===== src/rtl/tlp_pkg.sv =====
// Shared transaction-layer constants and types for the VC FIFOs, the arbiter and the benches.
package tlp_pkg;

  localparam int unsigned DATA_WIDTH = 6;
  localparam int unsigned ADDR_WIDTH = 3;
  localparam int unsigned DEPTH      = 2 ** ADDR_WIDTH;
  localparam int unsigned CNT_WIDTH  = ADDR_WIDTH + 1;

  typedef logic [DATA_WIDTH-1:0] word_t;
  typedef logic [ADDR_WIDTH-1:0] ptr_t;
  typedef logic [CNT_WIDTH-1:0]  cnt_t;

  localparam cnt_t THR_ALTO_RST = CNT_WIDTH'(DEPTH - 1);
  localparam cnt_t THR_BAJO_RST = CNT_WIDTH'(1);

endpackage


===== src/rtl/fifo_mem.sv =====
// DEPTH x DATA_WIDTH storage: synchronous write, asynchronous read, contents never reset.
module fifo_mem
  import tlp_pkg::*;
(
  input  logic  clk,
  input  logic  we,
  input  ptr_t  waddr,
  input  word_t wdata,
  input  ptr_t  raddr,
  output word_t rdata
);

  word_t mem [DEPTH];

  always_ff @(posedge clk) begin
    if (we) mem[waddr] <= wdata;
  end

  assign rdata = mem[raddr];

endmodule


===== src/rtl/fifo_tlp.sv =====
// Per-virtual-channel TLP FIFO: pointers, occupancy, threshold flags, registered read port
// and a sticky overflow/underflow error.
module fifo_tlp
  import tlp_pkg::*;
(
  input  logic                 clk,
  input  logic                 reset,
  input  logic                 init,
  input  logic [CNT_WIDTH-1:0] umbral_alto,
  input  logic [CNT_WIDTH-1:0] umbral_bajo,
  input  logic                 push,
  input  logic [DATA_WIDTH-1:0] data_in,
  input  logic                 pop,
  output logic [DATA_WIDTH-1:0] data_out,
  output logic                 valid_out,
  output logic                 empty,
  output logic                 full,
  output logic                 almost_full,
  output logic                 almost_empty,
  output logic                 error
);

  ptr_t  wr_ptr;
  ptr_t  rd_ptr;
  cnt_t  count;
  cnt_t  thr_alto;
  cnt_t  thr_bajo;
  word_t rd_word;
  logic  push_ok;
  logic  pop_ok;
  logic  err_evt;

  // A push into a full FIFO is still legal when a pop frees the slot in the same cycle.
  always_comb begin
    push_ok = push && (!full || pop);
    pop_ok  = pop && !empty;
    err_evt = (push && full && !pop) || (pop && empty);
  end

  fifo_mem u_mem (
    .clk   (clk),
    .we    (push_ok && !reset),
    .waddr (wr_ptr),
    .wdata (data_in),
    .raddr (rd_ptr),
    .rdata (rd_word)
  );

  always_ff @(posedge clk) begin
    if (reset) begin
      wr_ptr    <= '0;
      rd_ptr    <= '0;
      count     <= '0;
      data_out  <= '0;
      valid_out <= 1'b0;
      error     <= 1'b0;
      thr_alto  <= THR_ALTO_RST;
      thr_bajo  <= THR_BAJO_RST;
    end else begin
      if (push_ok) wr_ptr <= wr_ptr + ADDR_WIDTH'(1);
      if (pop_ok) begin
        rd_ptr   <= rd_ptr + ADDR_WIDTH'(1);
        data_out <= rd_word;
      end
      valid_out <= pop_ok;
      case ({push_ok, pop_ok})
        2'b10:   count <= count + CNT_WIDTH'(1);
        2'b01:   count <= count - CNT_WIDTH'(1);
        default: count <= count;
      endcase
      if (err_evt) error <= 1'b1;
      if (init) begin
        thr_alto <= umbral_alto;
        thr_bajo <= umbral_bajo;
      end
    end
  end

  // Moore flags: decoded only from registered occupancy and thresholds.
  always_comb begin
    empty        = (count == '0);
    full         = (count == CNT_WIDTH'(DEPTH));
    almost_full  = (count >= thr_alto);
    almost_empty = (count <= thr_bajo);
  end

endmodule


===== config.mk =====
export PLATFORM = sky130hd
export DESIGN_NAME = fifo_tlp
export DESIGN_NICKNAME = d
export VERILOG_FILES = /design/src/rtl/tlp_pkg.sv /design/src/rtl/fifo_mem.sv /design/src/rtl/fifo_tlp.sv
export SDC_FILE = /design/constraint.sdc
export NUM_CORES = 1
export LEC_CHECK = 0
export CAP_MARGIN = 40
export CORE_MARGIN = 1
export CORE_UTILIZATION = 47
export CTS_CLUSTER_DIAMETER = 100
export DETAILED_ROUTE_END_ITERATION = 10
export GPL_ROUTABILITY_DRIVEN = 0
export HOLD_SLACK_MARGIN = 0.08
export PLACE_DENSITY = 0.78
export REMOVE_ABC_BUFFERS = 1
export SETUP_SLACK_MARGIN = 0.5
export SYNTH_ARGS = -nofsm -noshare
export SYNTH_HDL_FRONTEND = slang
export SYNTH_SLANG_ARGS = --single-unit

===== constraint.sdc =====
create_clock -name clk -period 3.85 [get_ports clk]
set_input_delay 0.77 -clock clk [delete_from_list [all_inputs] [get_ports clk]]
set_output_delay 0.77 -clock clk [all_outputs]
set_load 0.05 [all_outputs]

# Word-level counts from Yosys, hierarchy flattened
# Memories as Yosys holds them, arrays and structs flattened. A register that Yosys moved wholly into a read port is not among the register bits.
# Cells that the tools add are included.
# word_totals
reg_bits	20
mem_count	1
out_inout_bits	12
word_cells	34
mem_bits_rw	48
input_bits	19
# classes
n_addsub	4
n_lt_le_gt_ge	2
n_mux	3
n_eq_ne	3
n_reduce_logical	14
# memory_table
memory	words	width	read_ports	rd_clocked_by_memory_dff	wr	line_no	rtl
u_mem.mem	8	6	1	1	1	fifo_mem.sv:13	word_t mem [DEPTH];
# op_table
cell	count
$pmux 4 s2	1
$add 3x1->3 const B	2
$logic_and 1x1->1	6
$add 4x1->4 const B	1
$eq 4x4->1 const B	1
$ge 4x4->1	1
$le 4x4->1	1
$logic_not 1->1	4
$logic_not 4->1	1
$sub 4x1->4 const B	1
$eq 2x1->1 const B	1
$eq 2x2->1 const B	1
$logic_or 1x1->1	2
$mux 1	2
$reduce_bool 2->1	1

# Longest topological paths before layout
# depth
depth_word	7
ltp_mapped	9
mapped_depth_nobuf	9

# Hierarchy
# A second synthesis with hierarchy kept.
# unflattened
cells_unflattened	224
area_unflattened_um2	3168.0
# modules_own_cells
module	n_inst	area_each_um2	seq_area_each_um2	cells_per_inst
fifo_mem	1	1901.8	1441.4	82
fifo_tlp	1	1266.2	520.5	142

# Worst setup path after synthesis
# OpenSTA, ideal clock, no wires.
# synth_timing
path_type	reg2out
start	reg count[1]
end	out almost_empty
n_path_buf	0
t_required_ps	3080
arrival_time_ps	2205
setup_slack_ps	875
path_stages_with_launch	6
cell_sequence	dfxtp_1 > ha_1 > nor2b_1 > o21a_1 > o21a_1 > o21ai_0
# synth_via
elab_chain_cells	1
# synth_lines
item	line_no	rtl
from (decl)	fifo_tlp.sv:25	cnt_t count;
from (signal assigned)	fifo_tlp.sv:67	2'b10: count <= count + CNT_WIDTH'(1);
from (signal assigned)	fifo_tlp.sv:68	2'b01: count <= count - CNT_WIDTH'(1);
from (signal assigned)	fifo_tlp.sv:69	default: count <= count;
$le 4x4->1	fifo_tlp.sv:84	almost_empty = (count <= thr_bajo);
to (decl)	fifo_tlp.sv:19	output logic almost_empty,
# No other way between the ends.

# Worst setup path in the final report
# layout_timing
start	reg count[0]
end	out almost_full
# layout_via
elab_chain_cells	1
# layout_lines
item	line_no	rtl
$ge 4x4->1	fifo_tlp.sv:83	almost_full = (count >= thr_alto);
to (decl)	fifo_tlp.sv:18	output logic almost_full,
# No other way between the ends.

==> results.sh <==
export IMPL_synth_top_cells_by_area="edfxtp_1 (47%), dfxtp_1 (17%), mux4_2 (8.7%), ha_1 (5.3%), nor2_1 (3.4%)"
export IMPL_tns_ps=0
export IMPL_place_detailed_hpwl_mm=3.896
export IMPL_grt_max_degree=15
export IMPL_die_width_um=83.12
export IMPL_fmax_ghz=0.3249
export IMPL_finalHoldViolations=0
export IMPL_num_rows=29
export IMPL_switching_share=0.3632
export IMPL_async_flop_share=0
export IMPL_dieHeight_um=83.12
export IMPL_multi_input_area_sq_um=1050
export IMPL_port_buffers=30
export IMPL_core_area_sq_um=6350
export IMPL_ys_ff_latch=74
export IMPL_r2r_slack_ps=1250
export IMPL_post_drt_wl_per_cell_um=16.32
export IMPL_setup_ws_ps=772.1
export IMPL_critPathCaptureType="output port"
export IMPL_start_kind="register"
export IMPL_vias=1876
export IMPL_synth_seq_area_share=0.6343
export IMPL_postRouteAntennaNets=0
export IMPL_grt_overflow=0
export IMPL_hold_path_class="register to register"
export IMPL_drt_vias_per_instance=5.453
export IMPL_final_min_clock_period_ps=3078
export IMPL_synth_cells=220
export IMPL_fillers=489
export IMPL_post_synth_top_area_cell="edfxtp_1"
export IMPL_cts_sinks=74
export IMPL_synth_edf_count=48
export IMPL_syn_area_per_cell_sq_um=14.06
export IMPL_required_ps=3080
export IMPL_synth_top_area_frac=0.4660
export IMPL_syn2layout_area_growth_pct=19.26
export IMPL_cts_tree="built"
export IMPL_h_tree_depth=3
export IMPL_drive_gt1_frac=0.1423
export IMPL_track_usage=0.1777
export IMPL_start_util=0.4871
export IMPL_yosysMostFrequentCell="edfxtp_1"
export IMPL_syn_area_sq_um=3093
export IMPL_max_slew_margin=0.5665
export IMPL_status="completed"
export IMPL_pwr_density_cell_nw_per_um2=640.7
export IMPL_cts_root_buffer="clkbuf_8"
export IMPL_power_frac_clock=0.223
export IMPL_num_antenna_cells=0
export IMPL_wirelength_mm=5.613
export IMPL_grt_pass1_wl_mm=9.259
export IMPL_hold_buffers=0
export IMPL_criticalPathCategory="register to output port"
export IMPL_cts_buffers=9
export IMPL_regArea_sq_um=1962
export IMPL_setup_violations_final=0
export IMPL_period_share=0.7995
export IMPL_synthTopCellsByCount="edfxtp_1 (48), nor2_1 (28), dfxtp_1 (26)"
export IMPL_p_sw_uw=858.4
export IMPL_dieArea_sq_um=6909
export IMPL_drt_iter0_markers=161
export IMPL_worst_pin_slew_ps=647.8
export IMPL_crit_arrival_ps=2310
export IMPL_pwr_share_comb=0.355
export IMPL_rsz0062_at_grt="no"
export IMPL_synthFlopType="edfxtp_1"
export IMPL_irDropWorstVdd_uv=566.5
export IMPL_clk_path_buf_depth=2
export IMPL_maxCapViolCount=0
export IMPL_grt_pass1_vias=1901
export IMPL_synth_cell_types=37
export IMPL_yosys_warnings=0
export IMPL_post_place_ws_ps=664.5
export IMPL_fin_skew_ps=9.575
export IMPL_drc=0
export IMPL_antenna_found_initial=0
export IMPL_finalMaxSlewViolations=0
export IMPL_ios=31
export IMPL_first_pass_iters=4
export IMPL_insertion_delay_ps=340
export IMPL_p_leak_uw=0.001339
export IMPL_path_clk_slew_ps=80
export IMPL_pwr_share_seq=0.423
export IMPL_intPower_uw=1505
export IMPL_fin_nets=295
export IMPL_critPathMaxFanout=6
[per-layer routing]
layer  GRT usage  routed length, um
met1      0.2292               2589
met2      0.2846               2788
met3     0.03579                154
met4     0.09404                 81
met5           0                  0
[stage by stage]
stage,instances,utilization,instance area [sq um],total power (uW),hold slack [ps]
after floorplan,213,-,3057,1596,445.8
after global placement,327,0.5521,3506,1831,453.7
after detailed placement,328,0.5545,3521,1870,466.2
after CTS,344,0.5809,3689,2384,482.7
after global routing,344,0.5809,3689,2497,524.6
final,344,0.5809,3689,2363,472.2
[cells by family (layout without fill, tap and decap cells)]
| family | after synthesis | in the layout | synth area share |
|---|---|---|---|
| muxes | 20 | 20 | 0.1133 |
| and+or+nand+nor | 58 | 58 | 0.08779 |
| DFF | 74 | 74 | 0.6343 |
| AOI/OAI and AO/OA | 29 | 29 | 0.06230 |
| xor gates and xnor gates | 6 | 6 | 0.01699 |
| adders and majority gates | 14 | 14 | 0.05906 |
| buffers and inverters | 19 | 66 | 0.02629 |
[worst max-delay path, cell delays in order (launching register included)]
cell           delay (ps)
dfxtp_1               440
inv_1                 130
ha_1                  310
nand2b_1              160
a21o_1                180
a21o_1                170
a21o_1                170
dlygate4sd2_1         420
[power by group through the flow]
stage / Sequential [uW] / Clock [uW] / Combinational, uW
3_5_place_dp: 1020 / 0 / 852
4_1_cts: 1000 / 539 / 845
2_1_floorplan: 1120 / 0 / 475
5_1_grt: 1010 / 573 / 910
3_3_place_gp: 1030 / 0 / 798
6_report: 999 / 526 / 839
[registers in the layout, indices dropped and copies added (netlist names)]
signal,flops
count,4
error,1
wr_ptr,3
thr_bajo,4
thr_alto,4
data_out,6
u_mem.mem,48
rd_ptr,3
valid_out,1
[worst paths after layout]
kind | from | end | cells after the start
setup / recovery | count[0]$_SDFFE_PP0P_ | almost_full | 7
hold / removal | error$_SDFFE_PP0P_ | error$_SDFFE_PP0P_ | 2
hold reg to reg | error$_SDFFE_PP0P_ | error$_SDFFE_PP0P_ | 2
setup reg to reg | count[1]$_SDFFE_PP0P_ | count[3]$_SDFFE_PP0P_ | 8
[placed cells by master, fill, tap and decap left out, types with 2 or more instances in the layout]
cell and instances:
xor2_1 4, mux2i_1 8, a21o_1 3, o21ai_0 6, mux4_2 12, and2_1 2
clkinvlp_4 2, inv_6 2, inv_1 11, nand2_1 8, clkbuf_8 9, ha_1 13
o211ai_1 3, nor3_1 6, clkdlybuf4s50_1 28, dfxtp_1 26, o21a_1 2, a21oi_1 6
nand2b_1 4, nand3_1 2, nor2_1 28, o22ai_1 6, xnor2_1 2, buf_4 7
clkinv_2 2, edfxtp_1 48, dlygate4sd2_1 2
[layout make-up]
cell class	instances	area share
Sequential cell	74	0.5319
Multi-Input combinational cell	127	0.2846
Timing Repair Buffer	38	0.09905
Clock buffer	10	0.03460
Tap cell	77	0.02612
Inverter	12	0.01221
Clock inverter	6	0.01153
[repair_timing]
| action | 4_1_cts | 5_1_grt |
|---|---|---|
| setup endpoints to repair | 2 | 0 |
| setup buffers | 0 | 0 |
| resized for setup | 2 | 0 |
(Power assumes the default switching activity.)
